===== src/rtl/button_pkg.sv =====
// ----------------------------------------------------------------------------
// button_pkg
// Shared definitions for the five-button event front end.
//   btn_idx_e   : button index / event code (up highest priority, center lowest)
//   NUM_BTN     : number of push-button channels
//   EVT_CODE_W  : width of the event code
//   lowest_onehot / onehot_to_idx : fixed-priority selection helpers
// ----------------------------------------------------------------------------
package button_pkg;

    localparam int NUM_BTN    = 5;
    localparam int EVT_CODE_W = 3;

    typedef enum logic [EVT_CODE_W-1:0] {
        BTN_UP     = 3'd0,
        BTN_LEFT   = 3'd1,
        BTN_RIGHT  = 3'd2,
        BTN_DOWN   = 3'd3,
        BTN_CENTER = 3'd4
    } btn_idx_e;

    // Isolate the lowest set bit: lowest index wins.
    function automatic logic [NUM_BTN-1:0] lowest_onehot(input logic [NUM_BTN-1:0] v);
        return v & (~v + 1'b1);
    endfunction

    function automatic logic [EVT_CODE_W-1:0] onehot_to_idx(input logic [NUM_BTN-1:0] oh);
        logic [EVT_CODE_W-1:0] idx;
        idx = '0;
        for (int i = 0; i < NUM_BTN; i++) begin
            if (oh[i]) idx = EVT_CODE_W'(i);
        end
        return idx;
    endfunction

endpackage


===== src/rtl/button_debounce_ch.sv =====
// ----------------------------------------------------------------------------
// button_debounce_ch
// One push-button channel: 2-flop synchroniser, debounce counter and
// auto-repeat timer.
//   i_clk, i_rst   : clock, synchronous active-high reset
//   i_btn          : raw asynchronous button level
//   i_repeat_en    : allow auto-repeat pulses
//   o_state        : debounced level
//   o_press        : one-cycle pulse in the first cycle o_state is high
//   o_repeat       : one-cycle auto-repeat pulse
// ----------------------------------------------------------------------------
module button_debounce_ch #(
    parameter int DEBOUNCE_CYCLES = 1500000,
    parameter int REPEAT_DELAY    = 50000000,
    parameter int REPEAT_PERIOD   = 10000000,
    parameter int CNT_W           = 26
) (
    input  logic i_clk,
    input  logic i_rst,
    input  logic i_btn,
    input  logic i_repeat_en,
    output logic o_state,
    output logic o_press,
    output logic o_repeat
);

    localparam logic [CNT_W-1:0] DEB_LAST = CNT_W'(DEBOUNCE_CYCLES - 1);
    localparam logic [CNT_W-1:0] DLY_LAST = CNT_W'(REPEAT_DELAY - 1);
    localparam logic [CNT_W-1:0] PER_LAST = CNT_W'(REPEAT_PERIOD - 1);

    logic             r_sync1;
    logic             r_sync2;
    logic             r_state;
    logic             r_state_d;
    logic [CNT_W-1:0] r_cnt;
    logic [CNT_W-1:0] r_rcnt;
    logic             r_first;   // next repeat uses the initial delay
    logic             r_rep;

    logic             w_active;
    logic [CNT_W-1:0] w_rlast;

    assign w_active = r_state & i_repeat_en;
    assign w_rlast  = r_first ? DLY_LAST : PER_LAST;

    always_ff @(posedge i_clk) begin
        if (i_rst) begin
            r_sync1   <= 1'b0;
            r_sync2   <= 1'b0;
            r_state   <= 1'b0;
            r_state_d <= 1'b0;
            r_cnt     <= '0;
            r_rcnt    <= '0;
            r_first   <= 1'b1;
            r_rep     <= 1'b0;
        end else begin
            r_sync1   <= i_btn;
            r_sync2   <= r_sync1;
            r_state_d <= r_state;

            // Any agreeing sample restarts the stability window.
            if (r_sync2 != r_state) begin
                if (r_cnt == DEB_LAST) begin
                    r_state <= ~r_state;
                    r_cnt   <= '0;
                end else begin
                    r_cnt <= r_cnt + 1'b1;
                end
            end else begin
                r_cnt <= '0;
            end

            // Dropping the hold or the enable re-arms the long initial delay.
            r_rep <= 1'b0;
            if (w_active) begin
                if (r_rcnt == w_rlast) begin
                    r_rcnt  <= '0;
                    r_first <= 1'b0;
                    r_rep   <= 1'b1;
                end else begin
                    r_rcnt <= r_rcnt + 1'b1;
                end
            end else begin
                r_rcnt  <= '0;
                r_first <= 1'b1;
            end
        end
    end

    assign o_state  = r_state;
    assign o_press  = r_state & ~r_state_d;
    assign o_repeat = r_rep;

endmodule


===== src/rtl/button_event_ctrl.sv =====
// ----------------------------------------------------------------------------
// button_event_ctrl
// Five-button front end: per-channel debounce/repeat, one pending event per
// channel, fixed-priority arbitration into a valid/ready event stream.
//   CLK, RST     : clock, synchronous active-high reset
//   Button[4:0]  : raw buttons (0 up, 1 left, 2 right, 3 down, 4 center)
//   REPEAT_EN    : enables auto-repeat events
//   EVT_READY    : consumer accepts the current event
//   EVT_VALID    : event available
//   EVT_CODE     : button index of the event
//   EVT_REPEAT   : 0 = initial press, 1 = auto-repeat
//   BTN_STATE    : debounced levels
//   OVR_CLR      : clears OVERRUN
//   OVERRUN      : sticky, an event was dropped
// ----------------------------------------------------------------------------
module button_event_ctrl
    import button_pkg::*;
#(
    parameter int DEBOUNCE_CYCLES = 1500000,
    parameter int REPEAT_DELAY    = 50000000,
    parameter int REPEAT_PERIOD   = 10000000,
    parameter int CNT_W           = 26
) (
    input  logic                  CLK,
    input  logic                  RST,
    input  logic [NUM_BTN-1:0]    Button,
    input  logic                  REPEAT_EN,
    input  logic                  EVT_READY,
    output logic                  EVT_VALID,
    output logic [EVT_CODE_W-1:0] EVT_CODE,
    output logic                  EVT_REPEAT,
    output logic [NUM_BTN-1:0]    BTN_STATE,
    input  logic                  OVR_CLR,
    output logic                  OVERRUN
);

    logic [NUM_BTN-1:0]    w_state;
    logic [NUM_BTN-1:0]    w_press;
    logic [NUM_BTN-1:0]    w_rep;

    genvar g;
    generate
        for (g = int'(BTN_UP); g <= int'(BTN_CENTER); g++) begin : g_ch
            button_debounce_ch #(
                .DEBOUNCE_CYCLES (DEBOUNCE_CYCLES),
                .REPEAT_DELAY    (REPEAT_DELAY),
                .REPEAT_PERIOD   (REPEAT_PERIOD),
                .CNT_W           (CNT_W)
            ) u_ch (
                .i_clk       (CLK),
                .i_rst       (RST),
                .i_btn       (Button[g]),
                .i_repeat_en (REPEAT_EN),
                .o_state     (w_state[g]),
                .o_press     (w_press[g]),
                .o_repeat    (w_rep[g])
            );
        end
    endgenerate

    logic [NUM_BTN-1:0]    r_pend;
    logic [NUM_BTN-1:0]    r_pend_rep;
    logic                  r_valid;
    logic [EVT_CODE_W-1:0] r_code;
    logic                  r_repeat;
    logic                  r_ovr;

    logic [NUM_BTN-1:0]    w_evt;
    logic [NUM_BTN-1:0]    w_cand;
    logic [NUM_BTN-1:0]    w_onehot;
    logic [NUM_BTN-1:0]    w_take;
    logic [NUM_BTN-1:0]    w_src_rep;
    logic                  w_any;
    logic                  w_load;
    logic                  w_sel_rep;
    logic                  w_drop;

    // Fresh events compete alongside pending ones so a free slot is filled
    // in the very cycle a press pulse appears.
    assign w_evt     = w_press | w_rep;
    assign w_cand    = r_pend | w_evt;
    assign w_any     = |w_cand;
    assign w_onehot  = lowest_onehot(w_cand);
    assign w_load    = ~r_valid | EVT_READY;
    assign w_take    = (w_load && w_any) ? w_onehot : '0;
    // A pending event is older than a fresh one, so it goes out first.
    assign w_src_rep = (r_pend & r_pend_rep) | (~r_pend & w_rep);
    assign w_sel_rep = |(w_onehot & w_src_rep);
    assign w_drop    = |(w_evt & r_pend & ~w_take);

    always_ff @(posedge CLK) begin
        if (RST) begin
            r_pend     <= '0;
            r_pend_rep <= '0;
            r_valid    <= 1'b0;
            r_code     <= '0;
            r_repeat   <= 1'b0;
            r_ovr      <= 1'b0;
        end else begin
            if (w_load) begin
                r_valid <= w_any;
                if (w_any) begin
                    r_code   <= onehot_to_idx(w_onehot);
                    r_repeat <= w_sel_rep;
                end
            end

            for (int i = 0; i < NUM_BTN; i++) begin
                if (w_take[i]) begin
                    // Pending entry leaves; a coincident fresh event takes its place.
                    r_pend[i]     <= r_pend[i] & w_evt[i];
                    r_pend_rep[i] <= w_rep[i];
                end else if (w_evt[i] && !r_pend[i]) begin
                    r_pend[i]     <= 1'b1;
                    r_pend_rep[i] <= w_rep[i];
                end
            end

            if (w_drop) begin
                r_ovr <= 1'b1;
            end else if (OVR_CLR) begin
                r_ovr <= 1'b0;
            end
        end
    end

    assign EVT_VALID  = r_valid;
    assign EVT_CODE   = r_code;
    assign EVT_REPEAT = r_repeat;
    assign BTN_STATE  = w_state;
    assign OVERRUN    = r_ovr;

endmodule


===== config.mk =====
export PLATFORM = sky130hd
export DESIGN_NAME = button_event_ctrl
export DESIGN_NICKNAME = d
export VERILOG_FILES = /design/src/rtl/button_pkg.sv /design/src/rtl/button_debounce_ch.sv /design/src/rtl/button_event_ctrl.sv
export SDC_FILE = /design/constraint.sdc
export NUM_CORES = 1
export LEC_CHECK = 0
export BUFFER_PORTS_ARGS = -buffer_cell sky130_fd_sc_hd__buf_2
export CORE_ASPECT_RATIO = 1.75
export CORE_UTILIZATION = 30
export CTS_BUF_LIST = sky130_fd_sc_hd__clkbuf_2 sky130_fd_sc_hd__clkbuf_4 sky130_fd_sc_hd__clkbuf_8
export DETAILED_ROUTE_END_ITERATION = 8
export PLACE_DENSITY = 0.44
export SYNTH_ARGS = -nofsm -noshare
export SYNTH_HDL_FRONTEND = slang
export SYNTH_HIERARCHICAL = 1
export SYNTH_SLANG_ARGS = --single-unit

===== constraint.sdc =====
create_clock -name CLK -period 3.4 [get_ports CLK]
set_input_delay 0.34 -clock CLK [delete_from_list [all_inputs] [get_ports CLK]]
set_output_delay 0.34 -clock CLK [all_outputs]
set_load 0.03 [all_outputs]

# --- Word-level counts from Yosys, hierarchy flattened ---
# Cells that the tools add are included.
totals:
  regBits: 306
  latch_bits: 0
  ram_bits: 0
  rom_bits: 0
  inputBits: 10
  out_inout_bits: 11
  wordCells: 207
  n_memories: 0
op_classes:
  add_sub_neg: 11
  mul: 0
  div: 0
  n_lt_le_gt_ge: 0
  n_eq_ne: 15
  n_shift: 0
  mux: 37
  bitwise: 49
  n_reduce_logical: 41
op_table:
  columns: ["cell", "count"]
  rows:
  - ["26-bit by 1-bit adder with 26-bit output (second input constant)", 10]
  - ["26-bit by 21-bit == test with 1-bit output (second input constant)", 5]
  - ["26-bit == test", 5]
  - ["26-bit two-way mux", 5]
  - ["5-bit AND", 6]
  - ["3-bit OR reduction", 10]
  - ["1-bit two-way mux", 28]
  - ["1-bit inverter", 21]
  - ["1-bit AND", 15]
  - ["5-bit inverter", 3]
  - ["5-bit OR", 3]
  - ["5-bit OR reduction", 3]
  - ["2-bit AND reduction", 6]
  - ["2-bit nonzero test", 6]
  - ["2-bit OR reduction", 5]
  - ["3-bit two-way mux", 3]
  - ["1-bit logical AND", 6]
  - ["5-bit by 1-bit adder with 5-bit output (second input constant)", 1]
  - ["1-bit zero test", 5]
  - ["5-bit two-way mux", 1]
  - ["1-bit inequality test", 5]
  - ["1-bit OR", 1]

# --- Depth between registers and ports, before layout ---
depth:
  ltp_word: 12
  ltp_mapped: 6
  depth_no_buf: 6

# --- Hierarchy ---
# Netlist, hierarchy kept.
by_module_without_submodules:
  columns: ["mod", "instances", "cells_per_inst", "area_each_um2", "seq_area_each_um2"]
  rows:
  - ["button_debounce_ch (g_ch[0].u_ch ...)", 4, 309, 2725.1, 1161.1]
  - ["button_debounce_ch (g_ch[4].u_ch)", 1, 303, 2685.1, 1161.1]
  - ["button_event_ctrl", 1, 103, 865.8, 320.3]

# --- Worst setup path before layout ---
# OpenSTA, ideal clock, no wires.
synth_timing:
  path_kind: "register to register"
  start: "register g_ch[4].u_ch.r_rcnt[0]"
  end: "register g_ch[4].u_ch.r_rcnt[20]"
  setup_time_ps: 80
  arrival_time_ps: 2013
  required_ps: 3320
  slack_ps: 1307
  path_stages_with_launch: 7
  n_path_buf: 1
  period_less_slack_ps: 2093
  cell_sequence: "dfxtp_1 > ha_1 > nand3_1 > or4_4 > buf_6 > or4_4 > a211oi_2"
synth_between:
  elab_chain_cells: 2
  elab_cells_between_ends: 3
  classes_between: "add/sub (1); eq/ne (1); reduce/logical (1)"
synth_rtl:
  columns: ["item", "line_no", "source"]
  rows:
  - ["start: declaration", "button_debounce_ch.sv:36", "logic [CNT_W-1:0] r_rcnt;"]
  - ["start signal: assignment", "button_debounce_ch.sv:81", "r_rcnt <= r_rcnt + 1'b1;"]
  - ["branches (longest 2 deep; another with 26-bit by 1-bit adder with 26-bit output)", null, null]
# Parallel ways; which one is timed is not known.
# A chain may end at the register's enable or synchronous reset.

# --- Worst setup path after layout ---
layout_timing:
  start: "register g_ch[3].u_ch.r_cnt[0]"
  end: "register g_ch[3].u_ch.r_cnt[5]"
layout_between:
  elab_chain_cells: 2
  elab_cells_between_ends: 3
  classes_between: "add/sub (1); eq/ne (1); reduce/logical (1)"
layout_rtl:
  columns: ["item", "line_no", "source"]
  rows:
  - ["start: declaration", "button_debounce_ch.sv:35", "logic [CNT_W-1:0] r_cnt;"]
  - ["start signal: assignment", "button_debounce_ch.sv:67", "r_cnt <= r_cnt + 1'b1;"]
  - ["branches (longest 2 deep; another with 26-bit by 1-bit adder with 26-bit output)", null, null]
# Parallel ways; which one is timed is not known.

==> flow_metrics.tcl <==
set metrics [dict create \
    synth_top_family_by_area "simple AND/OR/NAND/NOR gates" \
    status "complete, no violations" \
    path_buf_inv 1 \
    dr_total_vias 12200 \
    synth_nets 1662 \
    die_area_sq_mm 0.0491 \
    fin_skew_ns 0.0176 \
    first_global_vias 11800 \
    min_period_ns 2.39 \
    synth_top_area_frac 0.424 \
    crit_path_max_fanout 13 \
    crit_required_ns 3.87 \
    cp.arrival_ns 2.86 \
    wl_mm 34.9 \
    cts_resized 0 \
    yosys.area_share.simple 0.318 \
    num-nets-final 1683 \
    drv_slew 0 \
    clock_latency_ns 0.59 \
    p_per_area_mw_per_mm2 444 \
    fin_tns_setup_ns 0 \
    grt.total_usage 0.142 \
    ctsLongestPathBuffers 3 \
    yosys_most_used_dff "dfxtp_1" \
    grt_first_pass_wirelength_mm 58.4 \
    area_growth_pct 12.4 \
    cts_tree "yes" \
    synth_most_common_cell "dfxtp_1" \
    layout-drive-gt1-share 0.103 \
    netlist_area_sq_mm 0.0145 \
    worst_setup_path_end_kind "flip-flop" \
    p_leak_nw 4.62 \
    timing.max_cap.violations 0 \
    drc_errors 0 \
    die_w_um 168 \
    cts.htree.levels 2 \
    path_cells "ha_1, nand3_1, or3_1, o21ai_1, buf_4, nor2_1" \
    num_rows 106 \
    rsz0062_at_grt "false" \
    path_class "flip-flop to flip-flop" \
    grt_start_max_net_pins 29 \
    synth_common_cells "dfxtp_1, nor2_1, nor3_1" \
    synth_compound_area_frac 0.129 \
    synthArstFlopShare 0 \
    io_pins 21 \
    post_drt_via_cell_ratio 5.31 \
    place.gp.congestion 0.765 \
    setup_viol 0 \
    syn-mean-instance-area_sq_um 8.80 \
    slowest_delay_ns 0.73 \
    hold_buffers 5 \
    dr.pass1.iters 4 \
    ys_types 66 \
    post-route-period-util 0.703 \
    start_util 0.304 \
    finalHoldViolCount 0 \
    synth_top_area_cell "dfxtp_1" \
    postCtsSetupBuffers 0 \
    tightest_slew_ns 1.02 \
    startpoint_type "flip-flop" \
    fmax_ghz 0.419 \
    synthMuxAreaShare 0.00277 \
    synthCells 1642 \
    synth_xor_area_frac 0.0830 \
    cp_slowest_cell "o21ai_1" \
    port-buffer-count 20 \
    synth_adder_area_share 0.00866 \
    total_power_mw 7.21 \
    clk_pin_slew_ns 0.06 \
    synth-edff-count 0 \
    synth_area_leaders "dfxtp_1, xnor2_1, xor2_1" \
    ys_seq_area_frac 0.424 \
    first_iter_violations 514 \
    numCtsBuffers 50 \
    antenna_found_initial 1 \
    min_path_type "input pin to flip-flop" \
    grt.overflow.total 0 \
    yosys_warnings 6 \
    cts-root-buf "clkbuf_8" \
    clock-sinks 306 \
    ir_drop_mv 0.205 \
    slew_headroom 0.320 \
    core_area_sq_mm 0.0476 \
    ant_nets 0 \
    hpwl_mm 24.1 \
    wl_per_cell_um 15.2 \
    die_h_um 292 \
    synth-seq-cells 306 \
    cp_top_family "compound AO/OA/AOI/OAI gates" \
]
final timing paths:
path	from	slack (ns)	depth (start not counted)	end
max	g_ch[3].u_ch/r_cnt[0]$_SDFF_PP0_	1.01	6	g_ch[3].u_ch/r_cnt[5]$_SDFF_PP0_
min	OVR_CLR	0.05	3	OVERRUN$_SDFFE_PP0P_
max reg2reg	g_ch[3].u_ch/r_cnt[0]$_SDFF_PP0_	1.01	6	g_ch[3].u_ch/r_cnt[5]$_SDFF_PP0_
min reg2reg	g_ch[0].u_ch/r_sync1$_SDFF_PP0_	0.44	1	g_ch[0].u_ch/r_sync2$_SDFF_PP0_
flip-flops by register name (all words and copies together) (netlist names):
| register | count |
|---|---|
| g_ch.u_ch/o_state | 5 |
| g_ch.u_ch/r_sync2 | 5 |
| g_ch.u_ch/r_state_d | 5 |
| EVT_VALID | 1 |
| g_ch.u_ch/r_cnt | 130 |
| g_ch.u_ch/r_sync1 | 5 |
| OVERRUN | 1 |
| g_ch.u_ch/o_repeat | 5 |
| EVT_CODE | 3 |
| g_ch.u_ch/r_rcnt | 130 |
| g_ch.u_ch/r_first | 5 |
| EVT_REPEAT | 1 |
| r_pend_rep | 5 |
| r_pend | 5 |
area by class of cell:
class / count / area (sq um)
fill: 4900 / 31400
inverter: 40 / 150
tap: 594 / 743
clock inverter: 12 / 110
timing repair buffer: 42 / 278
antenna: 1 / 2.50
sequential: 306 / 6130
multi-input combinational: 1223 / 7820
clock buffer: 79 / 1010
power by group:
part	internal [mW]	switching [mW]	leakage [nW]
combinational	0.0182	0.0325	1.55
sequential	3.59	0.00446	2.47
clock	2.03	1.53	0.602
total	5.64	1.57	4.62
routing by layer:
layer  part of all wire  vias to the layer above  global-route usage
li1                   -                     6205                   -
met1               0.41                     5784               0.154
met2               0.53                      130               0.272
met3              0.028                       67              0.0211
met4              0.028                        0              0.0566
met5                  0                        -                   0
through the flow:
stage                     setup WS [ns]  instances   util  instance area (sq um)  hold WS [ns]
final                              1.01       2297  0.341                  16200        0.0496
after global placement            0.995       2200  0.316                  15100         0.419
after detailed placement          0.972       2200  0.316                  15100         0.423
after global routing              0.818       2297  0.341                  16200        0.0505
after floorplan                    1.31       1642      -                  14500         0.409
after CTS                         0.963       2296  0.341                  16200       0.00894
kinds of logic after synthesis:
logic type / Yosys count
multiplexers: 4
AND/OR/NAND/NOR: 797
AO/OA/AOI/OAI: 275
flip-flops: 306
buffers and inverters: 113
adder cells (fa/ha/maj): 10
XOR/XNOR: 137
worst min-delay path: cells and delay by family:
family | cells | cell delay, ns
buffers and inverters | 1 | 0.07
AOI/OAI and AO/OA | 1 | 0.08
and+or+nand+nor | 1 | 0.09
cells in the final DEF, fill, tap and decap left out, types with 16 or more instances in the layout:
cell	n
a211oi_1	57
a21oi_1	58
and3_1	16
and4_1	34
buf_2	20
buf_4	17
clkbuf_8	66
dfxtp_1	306
inv_1	40
nand2_1	88
nand3_1	88
nand4_1	89
nor2_1	104
nor2b_1	25
nor3_1	101
nor4_1	42
o21ai_0	70
o31ai_1	42
or3_1	76
or4_1	60
xnor2_1	70
xor2_1	67
Note: power is estimated with default switching activity, not from simulation.
